==> config.mk <==
export PLATFORM = sky130hd
export DESIGN_NAME = pe_mac_stream
export DESIGN_NICKNAME = d
export VERILOG_FILES = /design/src/rtl/pe_mac_stream.sv
export SDC_FILE = /design/constraint.sdc
export NUM_CORES = 1
export LEC_CHECK = 0
export BUFFER_PORTS_ARGS = -buffer_cell sky130_fd_sc_hd__buf_2
export CAP_MARGIN = 20
export CORE_MARGIN = 2
export CORE_UTILIZATION = 55
export CTS_CLUSTER_SIZE = 25
export DETAILED_ROUTE_END_ITERATION = 16
export GPL_ROUTABILITY_DRIVEN = 0
export PLACE_DENSITY = 0.76
export SKIP_LAST_GASP = 1
export SLEW_MARGIN = 10
export SYNTH_ARGS = -nofsm -noshare
export SYNTH_HDL_FRONTEND = slang
export SYNTH_SLANG_ARGS = --single-unit
==> constraint.sdc <==
create_clock -name clk -period 7.1 [get_ports clk]
set_input_delay 1.42 -clock clk [delete_from_list [all_inputs] [get_ports clk]]
set_output_delay 1.42 -clock clk [all_outputs]
set_load 0.05 [all_outputs]
==> src/rtl/pe_mac_stream.sv <==
// pe_mac_stream: systolic multiply-accumulate processing element.
//
// Each valid operand pair is registered and forwarded east/south one cycle
// later. The product then runs through a MUL_LAT-stage multiplier pipeline and
// is accumulated into an ACC_W-bit accumulator. first/last tags delimit a dot
// product. Each element selects signed or unsigned arithmetic.
//
// Ports:
//   clk, rst             clock, synchronous active-high reset
//   in_valid             operand pair present this cycle
//   in_first/in_last     dot-product delimiters (qualified by in_valid)
//   in_signed            1 = two's-complement element, 0 = unsigned
//   a_in, b_in           row / column operands
//   a_out, b_out         registered operands to east / south neighbours
//   fwd_valid/first/last/signed  registered element tags
//   acc_out              last completed dot product, held until the next one
//   acc_valid            one-cycle strobe when acc_out updates
//   busy                 an element is in the operand register or the pipeline
//   overflow             sticky saturation flag
//
// Build option: define PE_MAC_SAT_EN for saturating accumulation and a live
// overflow flag. Without it the accumulator wraps and overflow is tied to 0.

module pe_mac_stream #(
  parameter int unsigned DATA_W  = 16,
  parameter int unsigned ACC_W   = 40,
  parameter int unsigned MUL_LAT = 2
) (
  input  logic              clk,
  input  logic              rst,
  input  logic              in_valid,
  input  logic              in_first,
  input  logic              in_last,
  input  logic              in_signed,
  input  logic [DATA_W-1:0] a_in,
  input  logic [DATA_W-1:0] b_in,
  output logic [DATA_W-1:0] a_out,
  output logic [DATA_W-1:0] b_out,
  output logic              fwd_valid,
  output logic              fwd_first,
  output logic              fwd_last,
  output logic              fwd_signed,
  output logic [ACC_W-1:0]  acc_out,
  output logic              acc_valid,
  output logic              busy,
  output logic              overflow
);

  localparam int unsigned PROD_W = 2 * DATA_W;
  localparam int unsigned FIN    = MUL_LAT - 1;

  // Operand register, doubles as the forwarding register.
  logic              op_valid_q, op_valid_d;
  logic              op_first_q, op_first_d;
  logic              op_last_q, op_last_d;
  logic              op_signed_q, op_signed_d;
  logic [DATA_W-1:0] op_a_q, op_a_d;
  logic [DATA_W-1:0] op_b_q, op_b_d;

  // Multiplier pipeline; index FIN is the stage that feeds the accumulator.
  logic [PROD_W-1:0]  mul_prod_q [MUL_LAT];
  logic [PROD_W-1:0]  mul_prod_d [MUL_LAT];
  logic [MUL_LAT-1:0] mul_valid_q, mul_valid_d;
  logic [MUL_LAT-1:0] mul_first_q, mul_first_d;
  logic [MUL_LAT-1:0] mul_last_q, mul_last_d;
  logic [MUL_LAT-1:0] mul_signed_q, mul_signed_d;

  logic [ACC_W-1:0]  acc_q, acc_d;
  logic [ACC_W-1:0]  acc_out_q, acc_out_d;
  logic              acc_valid_q, acc_valid_d;

  logic [PROD_W-1:0] a_ext, b_ext, prod;
  logic [ACC_W-1:0]  prod_ext, acc_base, acc_next;
  logic              fin_valid, fin_first, fin_last, fin_signed;
  logic [PROD_W-1:0] fin_prod;

`ifdef PE_MAC_SAT_EN
  logic [ACC_W:0]    sum_wide;
  logic              sat_hit;
  logic              overflow_q, overflow_d;
`endif

  // Tags are masked by in_valid so idle cycles never carry stale tags.
  always_comb begin
    op_valid_d  = in_valid;
    op_first_d  = in_valid & in_first;
    op_last_d   = in_valid & in_last;
    op_signed_d = in_valid & in_signed;
    op_a_d      = in_valid ? a_in : op_a_q;
    op_b_d      = in_valid ? b_in : op_b_q;
  end

  // Extending both operands to PROD_W and keeping the low PROD_W bits of the
  // product yields the correct signed or unsigned product with one multiplier.
  always_comb begin
    if (op_signed_q) begin
      a_ext = PROD_W'($signed(op_a_q));
      b_ext = PROD_W'($signed(op_b_q));
    end else begin
      a_ext = PROD_W'(op_a_q);
      b_ext = PROD_W'(op_b_q);
    end
    prod = a_ext * b_ext;
  end

  always_comb begin
    mul_prod_d[0]   = prod;
    mul_valid_d[0]  = op_valid_q;
    mul_first_d[0]  = op_first_q;
    mul_last_d[0]   = op_last_q;
    mul_signed_d[0] = op_signed_q;
    for (int unsigned i = 1; i < MUL_LAT; i++) begin
      mul_prod_d[i]   = mul_prod_q[i-1];
      mul_valid_d[i]  = mul_valid_q[i-1];
      mul_first_d[i]  = mul_first_q[i-1];
      mul_last_d[i]   = mul_last_q[i-1];
      mul_signed_d[i] = mul_signed_q[i-1];
    end
  end

  assign fin_prod   = mul_prod_q[FIN];
  assign fin_valid  = mul_valid_q[FIN];
  assign fin_first  = mul_first_q[FIN];
  assign fin_last   = mul_last_q[FIN];
  assign fin_signed = mul_signed_q[FIN];

  always_comb begin
    if (fin_signed) prod_ext = ACC_W'($signed(fin_prod));
    else            prod_ext = ACC_W'(fin_prod);
    acc_base = fin_first ? '0 : acc_q;
`ifdef PE_MAC_SAT_EN
    sat_hit = 1'b0;
    if (fin_signed) begin
      sum_wide = {acc_base[ACC_W-1], acc_base} + {prod_ext[ACC_W-1], prod_ext};
      acc_next = sum_wide[ACC_W-1:0];
      // Top two bits disagree: result left the signed range; clamp by true sign.
      if (sum_wide[ACC_W] != sum_wide[ACC_W-1]) begin
        sat_hit  = 1'b1;
        acc_next = {sum_wide[ACC_W], {(ACC_W-1){~sum_wide[ACC_W]}}};
      end
    end else begin
      sum_wide = {1'b0, acc_base} + {1'b0, prod_ext};
      acc_next = sum_wide[ACC_W-1:0];
      if (sum_wide[ACC_W]) begin
        sat_hit  = 1'b1;
        acc_next = '1;
      end
    end
    // A first-tagged element restarts the sticky flag.
    overflow_d = fin_valid ? ((fin_first ? 1'b0 : overflow_q) | sat_hit) : overflow_q;
`else
    acc_next = acc_base + prod_ext;
`endif
    acc_d       = fin_valid ? acc_next : acc_q;
    acc_valid_d = fin_valid & fin_last;
    acc_out_d   = acc_valid_d ? acc_next : acc_out_q;
  end

  always_ff @(posedge clk) begin
    if (rst) begin
      op_valid_q   <= 1'b0;
      op_first_q   <= 1'b0;
      op_last_q    <= 1'b0;
      op_signed_q  <= 1'b0;
      op_a_q       <= '0;
      op_b_q       <= '0;
      for (int unsigned i = 0; i < MUL_LAT; i++) mul_prod_q[i] <= '0;
      mul_valid_q  <= '0;
      mul_first_q  <= '0;
      mul_last_q   <= '0;
      mul_signed_q <= '0;
      acc_q        <= '0;
      acc_out_q    <= '0;
      acc_valid_q  <= 1'b0;
`ifdef PE_MAC_SAT_EN
      overflow_q   <= 1'b0;
`endif
    end else begin
      op_valid_q   <= op_valid_d;
      op_first_q   <= op_first_d;
      op_last_q    <= op_last_d;
      op_signed_q  <= op_signed_d;
      op_a_q       <= op_a_d;
      op_b_q       <= op_b_d;
      for (int unsigned i = 0; i < MUL_LAT; i++) mul_prod_q[i] <= mul_prod_d[i];
      mul_valid_q  <= mul_valid_d;
      mul_first_q  <= mul_first_d;
      mul_last_q   <= mul_last_d;
      mul_signed_q <= mul_signed_d;
      acc_q        <= acc_d;
      acc_out_q    <= acc_out_d;
      acc_valid_q  <= acc_valid_d;
`ifdef PE_MAC_SAT_EN
      overflow_q   <= overflow_d;
`endif
    end
  end

  assign a_out      = op_a_q;
  assign b_out      = op_b_q;
  assign fwd_valid  = op_valid_q;
  assign fwd_first  = op_first_q;
  assign fwd_last   = op_last_q;
  assign fwd_signed = op_signed_q;
  assign acc_out    = acc_out_q;
  assign acc_valid  = acc_valid_q;
  assign busy       = op_valid_q | (|mul_valid_q);
`ifdef PE_MAC_SAT_EN
  assign overflow   = overflow_q;
`else
  assign overflow   = 1'b0;
`endif

endmodule

# == Word-level counts from Yosys, hierarchy flattened ==
# Memory sizes are Yosys's and may differ from the RTL's.
# Index checks and enable logic that the tools add are counted.
# word_totals
word_cells,33
mem_bits_rw,64
output_inout_bits,79
ff_bits,125
inputBits,38
n_memories,1
# classes
n_mux,9
n_reduce_logical,1
n_addsub,1
bitwise,7
mul,1
# memory_table
memory,depth,word_bits,read_ports,rd_ports_with_merged_regs,wr,line,text
mul_prod_q,2,32,2,0,2,61,logic [PROD_W-1:0] mul_prod_q [MUL_LAT];
# ops
op,n
two-way mux 32 bit,4
two-way mux 40 bit,2
adder 40 bit,1
multiplier 32 x 32 -> 32 bit,1
AND 1 bit,4
two-way mux 1 bit,3
bitwise OR 1 bit,3
OR reduction 2 bit,1

# == Depth between registers and ports, before layout ==
# Gate-level depths: netlist (run 1).
# logic_depth
word_depth,3
ltp_mapped,30
depth_no_buf,27

# == Worst setup path before layout (run 1) ==
# No wires, ideal clock.
# synth_path
path_type,reg2reg
from,"register op_signed_q, in the netlist fwd_signed"
to,memory mul_prod_q[0][30] in the netlist's numbering
setup_time_ns,0.123
n_path_buf,2
t_required_ns,6.977
synth_period_minus_slack_ns,7.681
arrival_time_ns,7.558
stages_incl_launch_ff,28
setup_slack_ns,-0.581
path_cell_list,dfxtp_1 clkbuf_1 and2_1 clkbuf_1 nand2_1 inv_1 fa_1 fa_1 fa_1 inv_1 fa_1 inv_1 fa_1 inv_1 fa_1 inv_1 fa_1 fa_1 ha_1 a21oi_1 o21bai_1 a21oi_1 nor2_1 a211oi_1 o21ai_0 o41a_1 a31oi_1 mux2_1
# synth_lines
element,line,text
from (decl),56,"logic op_signed_q, op_signed_d;"
from (signal assigned),182,op_signed_q <= op_signed_d;
to (decl),61,

==> results of run 1 <==
[worst register-to-register path: stages (launching register included)]
cell and delay (ns):
dfxtp_4 0.35, buf_6 0.15, and3_4 0.21, inv_1 0.05, fa_2 0.56, fa_2 0.46, buf_4 0.16, fa_2 0.56
inv_2 0.09, fa_1 0.56, fa_1 0.46, fa_1 0.57, fa_1 0.44, fa_1 0.45, ha_1 0.45, and4_1 0.22
nand3_1 0.14, nor4_2 0.39, nand2b_1 0.22, a31oi_2 0.10, mux2_2 0.28
[per-stage QoR]
step / worst slack, ns / power [mW]
6_report: 0.105 / 2.88
5_1_grt: -0.146 / 3.04
4_1_cts: 0.00859 / 2.88
3_5_place_dp: -0.0765 / 1.95
3_3_place_gp: 0.113 / 1.92
2_1_floorplan: 0.00333 / 1.73
[worst max-delay path by stage]
stage,slack (ns),depth (start not counted),end,start
finish,0.10,20,mul_prod_q[0][29],fwd_signed
floorplan,0.003,27,mul_prod_q[0][30],fwd_signed
global route,-0.15,20,mul_prod_q[0][29],fwd_signed
CTS,0.009,24,mul_prod_q[0][30],b_out[2]
detailed placement,-0.08,25,mul_prod_q[0][30],a_out[15]
global placement,0.11,25,mul_prod_q[0][30],a_out[15]
[final cells by class]
cell class | count | share of cell area
tap | 511 | 0.0274
inverter | 375 | 0.0604
sequential | 189 | 0.164
multi-input combinational | 1624 | 0.673
clock inverter | 13 | 0.00563
timing repair buffer | 191 | 0.0510
clock buffer | 18 | 0.0184
[what timing repair did]
item | 4_1_cts | 5_1_grt
buffers inserted | 0 | 4
gates cloned | 0 | 0
hold buffers | 0 | 0
pin swaps | 0 | 11
endpoints found under the setup margin | 3 | 7
resized for setup | 3 | 35
hold endpoints to repair | 0 | 0
[power groups by stage]
stage	Sequential (mW)	Clock [mW]	Combinational [mW]
CTS	1.17	0.946	0.764
detailed placement	1.19	0	0.757
floorplan	1.20	0	0.526
finish	1.17	0.926	0.782
global placement	1.19	0	0.729
global route	1.18	0.981	0.882
[synth_stat cells (3+ instances only)]
| library cell | number | area, µm² |
|---|---|---|
| nand3b_1 | 5 | 37.5 |
| nand3_1 | 27 | 135 |
| o211ai_1 | 5 | 37.5 |
| o31a_1 | 3 | 26.3 |
| buf_1 | 4 | 15.0 |
| o21ai_0 | 29 | 145 |
| and2_1 | 181 | 1130 |
| o21a_1 | 9 | 67.6 |
| nor4_1 | 5 | 31.3 |
| nand2b_1 | 8 | 50.1 |
| nor4b_1 | 6 | 52.6 |
| nand4_1 | 5 | 31.3 |
| nor2b_1 | 87 | 544 |
| o22ai_1 | 6 | 37.5 |
| o31ai_1 | 4 | 30.0 |
| fa_1 | 336 | 6730 |
| nand2_1 | 193 | 724 |
| a21o_1 | 38 | 285 |
| ha_1 | 167 | 2090 |
| a221oi_1 | 3 | 26.3 |
| or4_1 | 5 | 37.5 |
| nor3_1 | 14 | 70.1 |
| nor3b_1 | 3 | 22.5 |
| or3_1 | 3 | 18.8 |
| o21bai_1 | 5 | 37.5 |
| a21oi_1 | 76 | 380 |
| a31o_2 | 3 | 26.3 |
| mux2i_1 | 55 | 551 |
| a211oi_1 | 14 | 105 |
| inv_1 | 374 | 1400 |
| xor2_1 | 33 | 289 |
| xnor2_1 | 61 | 534 |
| and4_1 | 4 | 35.0 |
| a31oi_1 | 15 | 93.8 |
| o311ai_0 | 4 | 35.0 |
| dfxtp_1 | 189 | 3780 |
| nor2_1 | 142 | 533 |
| and3_1 | 30 | 188 |
| clkbuf_1 | 98 | 368 |
[sequential cells by signal, summed over array words and instances, names as in the netlist]
| signal | flops |
|---|---|
| a_out | 16 |
| acc_out | 40 |
| acc_q | 40 |
| acc_valid | 1 |
| b_out | 16 |
| fwd_first | 1 |
| fwd_last | 1 |
| fwd_signed | 1 |
| fwd_valid | 1 |
| mul_first_q | 2 |
| mul_last_q | 2 |
| mul_prod_q | 64 |
| mul_signed_q | 2 |
| mul_valid_q | 2 |
[layout by cell type, fill, tap and decap left out, drive strengths merged, types with 27 or more instances in the layout]
cell type  instances
a21oi             76
buf              191
nor2b             87
a21o              38
dfxtp            189
xor2              33
ha               167
xnor2             61
nand2            193
inv              379
nand3             27
nor2             142
fa               336
and3              30
mux2i             55
o21ai             31
and2             181
[per-layer routing]
metal	global-route usage	up-vias
met3	0.0506	104
met5	0	-
met2	0.424	632
met1	0.345	7642
li1	-	7386
met4	0.0704	0
[kinds of logic (layout without fill, tap and decap cells)]
logic type,after synthesis,count (layout),synth area share
and+or+nand+nor,723,723,0.174
AOI/OAI and AO/OA,245,245,0.0785
other,1,1,0.000177
muxes,58,58,0.0276
adders and majority gates,503,503,0.417
DFF,189,189,0.179
buffers and inverters,478,597,0.0850
xor gates and xnor gates,94,94,0.0389
==> impl_metrics.env, run 1 <==
export IMPL_cellInternalPower_mw=1.90
export IMPL_worstRegToRegCells=20
export IMPL_comb_power_share=0.271
export IMPL_drv_cap=0
export IMPL_syn_cell_area_um2=21200
export IMPL_crit_arrival_ns=7.33
export IMPL_placeableCoreArea_um2=37800
export IMPL_slew_limit_headroom=0.351
export IMPL_multi_input_comb_area_um2=15700
export IMPL_p_switching_uw=982
export IMPL_crit_path_top_delay_cell="fa_1"
export IMPL_crit_family="adder cells"
export IMPL_proportion_of_synthesized_chip_area_in_sequential_cells=0.179
export IMPL_met3RoutedLength_um=3850
export IMPL_die_area_um2=40100
export IMPL_setup_viol_count_final=0
export IMPL_worst_r2r_startpoint="fwd_signed"
export IMPL_cell_variety_after_synth=71
export IMPL_grt_use_total=0.256
export IMPL_floorplan_initialDensity=0.560
export IMPL_clk_latency_ns=0.45
export IMPL_max_stage_delay_ns=0.57
export IMPL_hold_path_endpoint="mul_prod_q[0][53]"
export IMPL_crit_path_max_fanout=12
export IMPL_fraction_of_synthesis_flops_using_an_asynchronous_set_or_reset_pin=0
export IMPL_yosys_warnings=0
export IMPL_clock_tree_buffer_depth=2
export IMPL_worst_slew_pin_transition_ns=0.967
export IMPL_drive_gt1_frac=0.117
export IMPL_nets=2939
export IMPL_clk_transition_reported_paths_ns=0.08
export IMPL_netlist_instances=2291
export IMPL_finalCritPeriodShare=0.985
export IMPL_total_of_flip_flops_plus_latches_after_synthesis=189
export IMPL_clockPowerShare=0.322
export IMPL_cts_num_sinks=189
export IMPL_design_portCount=117
export IMPL_routedWlPerCell_um=17.2
export IMPL_postSynthAreaPerCell_um2=9.24
export IMPL_setup_repair_after_global_routing_missed_its_margin="true"
export IMPL_layout_cell_area_non_filler_um2=23300
export IMPL_p_seq_frac=0.407
export IMPL_grt_start_max_net_pins=122
export IMPL_final_setup_tns_ns=0
export IMPL_wire_length_of_the_first_global_routing_pass_um=83000
export IMPL_hold_viol_final=0
export IMPL_path_common_cell="fa_1"
export IMPL_cts_buffers=17
export IMPL_number_of_levels_the_h_tree_was_split_into=4
export IMPL_antenna_cells=0
export IMPL_outcome="finished, final reports clean"
export IMPL_min_from="mul_prod_q[0][21]"
export IMPL_path_cells="buf_6 -> and3_4 -> inv_1 -> fa_2 -> fa_2 -> buf_4 -> fa_2 -> inv_2 -> fa_1 -> fa_1 -> fa_1 -> fa_1 -> fa_1 -> ha_1 -> and4_1 -> nand3_1 -> nor4_2 -> nand2b_1 -> a31oi_2 -> mux2_2"
export IMPL_number_of_antenna_violations_at_the_first_check_in_global_routing=1
export IMPL_grt_pass1_vias=16563
export IMPL_portBuffers=115
export IMPL_placed_cell_area_um2=22600
export IMPL_end_of_the_worst_register_to_register_path="mul_prod_q[0][29]"
export IMPL_vias_per_cell=5.40
export IMPL_cp_end_kind="register"
export IMPL_critical_path_startpoint_type="register"
export IMPL_syn_to_final_growth_pct=10.2
export IMPL_total_leakage_power_nw=11.7
export IMPL_hold_path_class="register to register"
export IMPL_cts_tree="built"
export IMPL_topRoutingLayerUsed="met4"
export IMPL_layout_core_utilization=0.618
export IMPL_syn_nets=2832
export IMPL_switching_share=0.341
export IMPL_detail_route_iter0_violations=819
export IMPL_grt_remaining_overflow=0
export IMPL_cp_buffers_inverters=4
export IMPL_synth_edff_count=0
export IMPL_cp_required_ns=7.44
export IMPL_register_area_um2=3820
export IMPL_reg2reg_slack_ns=0.10
export IMPL_synth_flop_cell="dfxtp_1"
export IMPL_min_cycle_time_layout_ns=7.00
export IMPL_vdd_ir_drop_worst_v=0.000177
export IMPL_power_density_nw_per_um2=124
export IMPL_antenna_left=0
export IMPL_drt_wl_total_um=50100
export IMPL_met2_length_um=23300
export IMPL_cts_root_buf="clkbuf_16"
export IMPL_skew_ns=0.0180
export IMPL_timing_worst_setup_path_type="register to register"
export IMPL_timing_max_transition_violations_final=0
export IMPL_worstHoldPathCells=1
export IMPL_fmaxAchievable_ghz=0.143
export IMPL_dp_cells=2886
export IMPL_detail_route_drc_violations=0
export IMPL_nFillCells=3113
export IMPL_instances_no_fill=2921
export IMPL_placementRows=71
export IMPL_overall_die_width_um=200
export IMPL_dpl_hpwl_um=40100
export IMPL_met1Wirelength_um=21900
export IMPL_first_pass_iters=6
export IMPL_vias=15764
export IMPL_finalHoldWorstSlack_ns=0.418
export IMPL_die_y_um=200
No activity file was read; power rests on OpenSTA's default activity.
==> inputs of run 2 (changes only) <==
- REMOVE_ABC_BUFFERS: unset -> 1
==> impl_metrics.env, run 2 (synthesized netlist as in run 1, its figures left out) <==
export IMPL_clk_latency_ns=0.45
export IMPL_first_pass_iters=5
export IMPL_finalHoldWorstSlack_ns=0.434
export IMPL_antenna_left=0
export IMPL_cp_buffers_inverters=4
export IMPL_cellInternalPower_mw=1.98
export IMPL_placeableCoreArea_um2=37800
export IMPL_top_register="mul_prod_q"
export IMPL_vias_per_cell=5.36
export IMPL_register_area_um2=3820
export IMPL_drv_cap=0
export IMPL_path_common_cell="fa_1"
export IMPL_detail_route_drc_violations=0
export IMPL_hold_path_class="register to register"
export IMPL_grt_pass1_vias=16490
export IMPL_grt_use_total=0.252
export IMPL_crit_family="adder cells"
export IMPL_p_seq_frac=0.397
export IMPL_clk_transition_reported_paths_ns=0.08
export IMPL_grt_start_max_net_pins=79
export IMPL_clockPowerShare=0.344
export IMPL_critical_path_startpoint_type="register"
export IMPL_layout_commonest_cell="inv_1"
export IMPL_path_cells="and2_4 -> buf_6 -> nand2_1 -> fa_1 -> fa_1 -> fa_1 -> inv_1 -> fa_1 -> fa_1 -> fa_1 -> fa_1 -> inv_1 -> fa_1 -> inv_1 -> ha_1 -> nand2_1 -> nor2_1 -> a211oi_1 -> o21ai_1 -> o41a_1 -> a31oi_1 -> mux2_1"
export IMPL_p_switching_uw=966
export IMPL_min_cycle_time_layout_ns=6.91
export IMPL_die_y_um=200
export IMPL_setup_viol_count_final=0
export IMPL_overall_die_width_um=200
export IMPL_grt_remaining_overflow=0
export IMPL_power_density_nw_per_um2=127
export IMPL_portBuffers=115
export IMPL_instances_no_fill=2916
export IMPL_vdd_ir_drop_worst_v=0.000176
export IMPL_design_portCount=117
export IMPL_clock_tree_buffer_depth=2
export IMPL_detail_route_iter0_violations=843
export IMPL_routedWlPerCell_um=16.8
export IMPL_finalCritPeriodShare=0.973
export IMPL_antenna_cells=0
export IMPL_crit_path_top_delay_cell="fa_1"
export IMPL_crit_arrival_ns=7.23
export IMPL_timing_max_transition_violations_final=0
export IMPL_syn_to_final_growth_pct=9.86
export IMPL_cp_end_kind="register"
export IMPL_fmaxAchievable_ghz=0.145
export IMPL_floorplan_initialDensity=0.560
export IMPL_nets=2933
export IMPL_placementRows=71
export IMPL_largest_register_ffs=64
export IMPL_dpl_hpwl_um=39500
export IMPL_slew_limit_headroom=0.468
export IMPL_cts_buffers=17
export IMPL_comb_power_share=0.259
export IMPL_cts_num_sinks=189
export IMPL_drt_wl_total_um=49000
export IMPL_max_stage_delay_ns=0.54
export IMPL_drive_gt1_frac=0.115
export IMPL_multi_input_comb_area_um2=15700
export IMPL_wire_length_of_the_first_global_routing_pass_um=82300
export IMPL_cts_tree="built"
export IMPL_skew_ns=0.0211
export IMPL_nFillCells=3111
export IMPL_number_of_levels_the_h_tree_was_split_into=4
export IMPL_die_area_um2=40100
export IMPL_number_of_antenna_violations_at_the_first_check_in_global_routing=0
export IMPL_dp_cells=2881
export IMPL_setup_repair_after_global_routing_missed_its_margin="true"
export IMPL_outcome="finished, final reports clean"
export IMPL_cts_root_buf="clkbuf_16"
export IMPL_timing_worst_setup_path_type="register to register"
export IMPL_hold_viol_final=0
export IMPL_vias=15621
export IMPL_worst_slew_pin_transition_ns=0.798
export IMPL_crit_path_max_fanout=7
export IMPL_mostFrequentLayoutCells="inv_1, fa_1, nand2_1"
export IMPL_total_leakage_power_nw=11.7
export IMPL_cp_required_ns=7.42
export IMPL_switching_share=0.328
run 2: changes by cell type in the layout (fill, tap and decap cells not counted), moves of 3 or more:
| cell | change |
|---|---|
| inv_6 | +3 |
| dfxtp_2 | +5 |
| buf_4 | -3 |
| clkinvlp_4 | -3 |
| ha_1 | +3 |
| dfxtp_4 | -3 |
| ha_4 | -3 |
run 2: layout make-up:
type | count | area share
clock buffer | 21 | 0.0198
clock inverter | 11 | 0.00635
inverter | 375 | 0.0606
multi-input combinational | 1624 | 0.674
sequential | 189 | 0.164
tap | 511 | 0.0275
timing repair buffer | 185 | 0.0480
run 2: worst paths after layout:
| check | start | slack (ns) | endpoint | cells past startpoint |
|---|---|---|---|---|
| setup reg to reg | a_out[15] | 0.19 | mul_prod_q[0][30] | 22 |
| hold / removal | mul_prod_q[0][16] | 0.43 | mul_prod_q[0][48] | 1 |
| hold reg to reg | mul_prod_q[0][16] | 0.43 | mul_prod_q[0][48] | 1 |
| setup / recovery | a_out[15] | 0.19 | mul_prod_q[0][30] | 22 |
run 2: per-layer routing:
layer	GRT usage	vias up	share of wire	wire length (µm)
met2	0.445	454	0.49	24100
met5	0	-	0	0
met1	0.329	7737	0.44	21500
met3	0.0329	60	0.053	2620
li1	-	7370	-	-
met4	0.0586	0	0.016	806
run 2: worst reg2reg max path: stages, from the launching register on:
cell and delay [ns]:
dfxtp_4 0.38, and2_4 0.15, buf_6 0.12, nand2_1 0.07
fa_1 0.52, fa_1 0.54, fa_1 0.44, inv_1 0.28
fa_1 0.50, fa_1 0.50, fa_1 0.50, fa_1 0.49
inv_1 0.05, fa_1 0.50, inv_1 0.04, ha_1 0.33
nand2_1 0.09, nor2_1 0.04, a211oi_1 0.18, o21ai_1 0.12
o41a_1 0.41, a31oi_1 0.19, mux2_1 0.35
run 2: through the flow:
step           cell area [µm²]  setup WS [ns]  setup TNS (ns)  power (mW)   util
2_1_floorplan            20800         -0.522           -1.67        1.69      -
3_3_place_gp             22500         0.0996               0        1.90  0.596
3_5_place_dp             22500       0.000329               0        1.93  0.596
4_1_cts                  23100         0.0283               0        2.94  0.612
5_1_grt                  23200        -0.0561          -0.119        3.10  0.616
6_report                 23200          0.188               0        2.94  0.616
run 2: repair_timing:
action                                  CTS  global route
endpoints found under the setup margin    2             6
pin swaps                                 0            16
hold buffers                              0             0
resized for setup                         1            46
setup buffers                             0             3
run 2: power by group through the flow:
stage / clock, mW / sequential (mW) / combinational (mW)
after floorplan: 0 / 1.22 / 0.467
after global placement: 0 / 1.19 / 0.712
after detailed placement: 0 / 1.19 / 0.742
after CTS: 1.03 / 1.17 / 0.749
after global routing: 1.07 / 1.17 / 0.858
final: 1.01 / 1.17 / 0.762
==> inputs of run 3 (changes only) <==
- BUFFER_PORTS_ARGS: -buffer_cell sky130_fd_sc_hd__buf_2 -> -buffer_cell sky130_fd_sc_hd__buf_4
- CORE_UTILIZATION: 55 -> 58
- PLACE_DENSITY: 0.76 -> 0.79
==> impl_metrics.env, run 3 (synthesized netlist as in run 1, its figures left out) <==
export IMPL_design_portCount=117
export IMPL_drt_wl_total_um=48600
export IMPL_cts_tree="built"
export IMPL_cts_buffers=17
export IMPL_vias=15611
export IMPL_overall_die_width_um=195
export IMPL_floorplan_initialDensity=0.592
export IMPL_min_cycle_time_layout_ns=6.91
export IMPL_path_common_cell="fa_1"
export IMPL_cts_root_buf="clkbuf_16"
export IMPL_total_leakage_power_nw=11.6
export IMPL_grt_use_total=0.264
export IMPL_cts_hold_buffers=0
export IMPL_grt_remaining_overflow=0
export IMPL_crit_path_max_fanout=8
export IMPL_cp_end_kind="register"
export IMPL_skew_ns=0.0196
export IMPL_top_register="mul_prod_q"
export IMPL_die_y_um=195
export IMPL_placeableCoreArea_um2=35700
export IMPL_wire_length_of_the_first_global_routing_pass_um=81700
export IMPL_grt_pass1_vias=16608
export IMPL_clk_latency_ns=0.45
export IMPL_routedWlPerCell_um=17.0
export IMPL_die_area_um2=38000
export IMPL_clk_transition_reported_paths_ns=0.09
export IMPL_syn_to_final_growth_pct=10.9
export IMPL_first_pass_iters=5
export IMPL_vdd_ir_drop_worst_v=0.000183
export IMPL_power_mw=2.92
export IMPL_clock_tree_buffer_depth=2
export IMPL_finalCritPeriodShare=0.973
export IMPL_hold_path_class="register to register"
export IMPL_antenna_left=0
export IMPL_mostFrequentLayoutCells="inv_1, fa_1, nand2_1"
export IMPL_critical_path_startpoint_type="register"
export IMPL_nFillCells=2863
export IMPL_grt_start_max_net_pins=77
export IMPL_drive_gt1_frac=0.114
export IMPL_timing_worst_setup_path_type="register to register"
export IMPL_hold_viol_final=0
export IMPL_crit_family="adder cells"
export IMPL_placementRows=69
export IMPL_portBuffers=115
export IMPL_largest_register_ffs=64
export IMPL_dpl_hpwl_um=38800
export IMPL_drv_cap=0
export IMPL_slew_limit_headroom=0.376
export IMPL_detail_route_iter0_violations=1000
export IMPL_finalHoldWorstSlack_ns=0.427
export IMPL_detail_route_drc_violations=0
export IMPL_layout_commonest_cell="inv_1"
export IMPL_layout_core_utilization=0.656
export IMPL_nets=2924
export IMPL_worst_slew_pin_transition_ns=0.930
export IMPL_fmaxAchievable_ghz=0.145
export IMPL_cp_buffers_inverters=5
export IMPL_antenna_cells=0
export IMPL_cts_num_sinks=189
export IMPL_max_stage_delay_ns=0.59
export IMPL_outcome="finished, final reports clean"
export IMPL_timing_max_transition_violations_final=0
export IMPL_crit_path_top_delay_cell="fa_1"
export IMPL_cp_required_ns=7.43
export IMPL_setup_viol_count_final=0
export IMPL_power_density_nw_per_um2=125
export IMPL_number_of_levels_the_h_tree_was_split_into=4
export IMPL_path_cells="and2_4 -> buf_6 -> nand2_1 -> fa_2 -> buf_4 -> fa_1 -> inv_1 -> fa_1 -> fa_1 -> fa_1 -> fa_1 -> fa_1 -> inv_1 -> fa_1 -> inv_1 -> ha_1 -> and4_1 -> nand3_1 -> nor3_2 -> o41a_1 -> a31oi_1 -> mux2_1"
export IMPL_vias_per_cell=5.46
export IMPL_number_of_antenna_violations_at_the_first_check_in_global_routing=0
export IMPL_crit_arrival_ns=7.24
[run 3: changes by cell type in the layout (fill, tap and decap cells not counted), sizes merged]
cell      delta
clkbuf       -3
clkinvlp     +2
bufinv       -1
clkinv       +2
buf          -9
[run 3: worst paths after layout]
path / slack (ns) / to / depth (start not counted) / startpoint
hold / removal: 0.43 / mul_prod_q[0][48] / 1 / mul_prod_q[0][16]
setup / recovery: 0.19 / mul_prod_q[0][30] / 22 / a_out[15]
setup reg to reg: 0.19 / mul_prod_q[0][30] / 22 / a_out[15]
hold reg to reg: 0.43 / mul_prod_q[0][48] / 1 / mul_prod_q[0][16]
[run 3: per-stage QoR]
stage	instance area (µm²)	setup TNS, ns	instances	setup WS, ns
2_1_floorplan	20800	-1.67	2188	-0.522
3_3_place_gp	22700	0	2821	0.134
3_5_place_dp	22700	-0.0681	2821	-0.0681
4_1_cts	23300	0	2853	0.00553
5_1_grt	23500	-0.0395	2857	-0.0340
6_report	23500	0	2857	0.188
[run 3: power breakdown]
| part | total (mW) | internal (mW) | switching (mW) |
|---|---|---|---|
| clock | 0.976 | 0.505 | 0.471 |
| sequential | 1.17 | 1.12 | 0.0514 |
| combinational | 0.781 | 0.323 | 0.458 |
[run 3: area by class of cell]
cell class                      count  area [µm²]  share of cell area
Tap cell                          461         577              0.0246
Sequential cell                   189        3820               0.163
Clock buffer                       18         429              0.0183
Inverter                          375        1410              0.0600
Timing Repair Buffer              176        1370              0.0582
Clock inverter                     14         174             0.00741
Multi-Input combinational cell   1624       15700               0.669
[run 3: timing repair]
action,CTS,global route
endpoints found under the setup margin,2,6
pin swaps,1,15
buffers inserted,0,4
gates cloned,0,0
resized for setup,4,51
[run 3: layer usage]
layer,vias to the layer above,wire length (µm),track usage
li1,7365,-,-
met1,7622,21000,0.345
met2,532,23800,0.462
met3,92,2790,0.0347
met4,0,1040,0.0744
met5,-,0,0
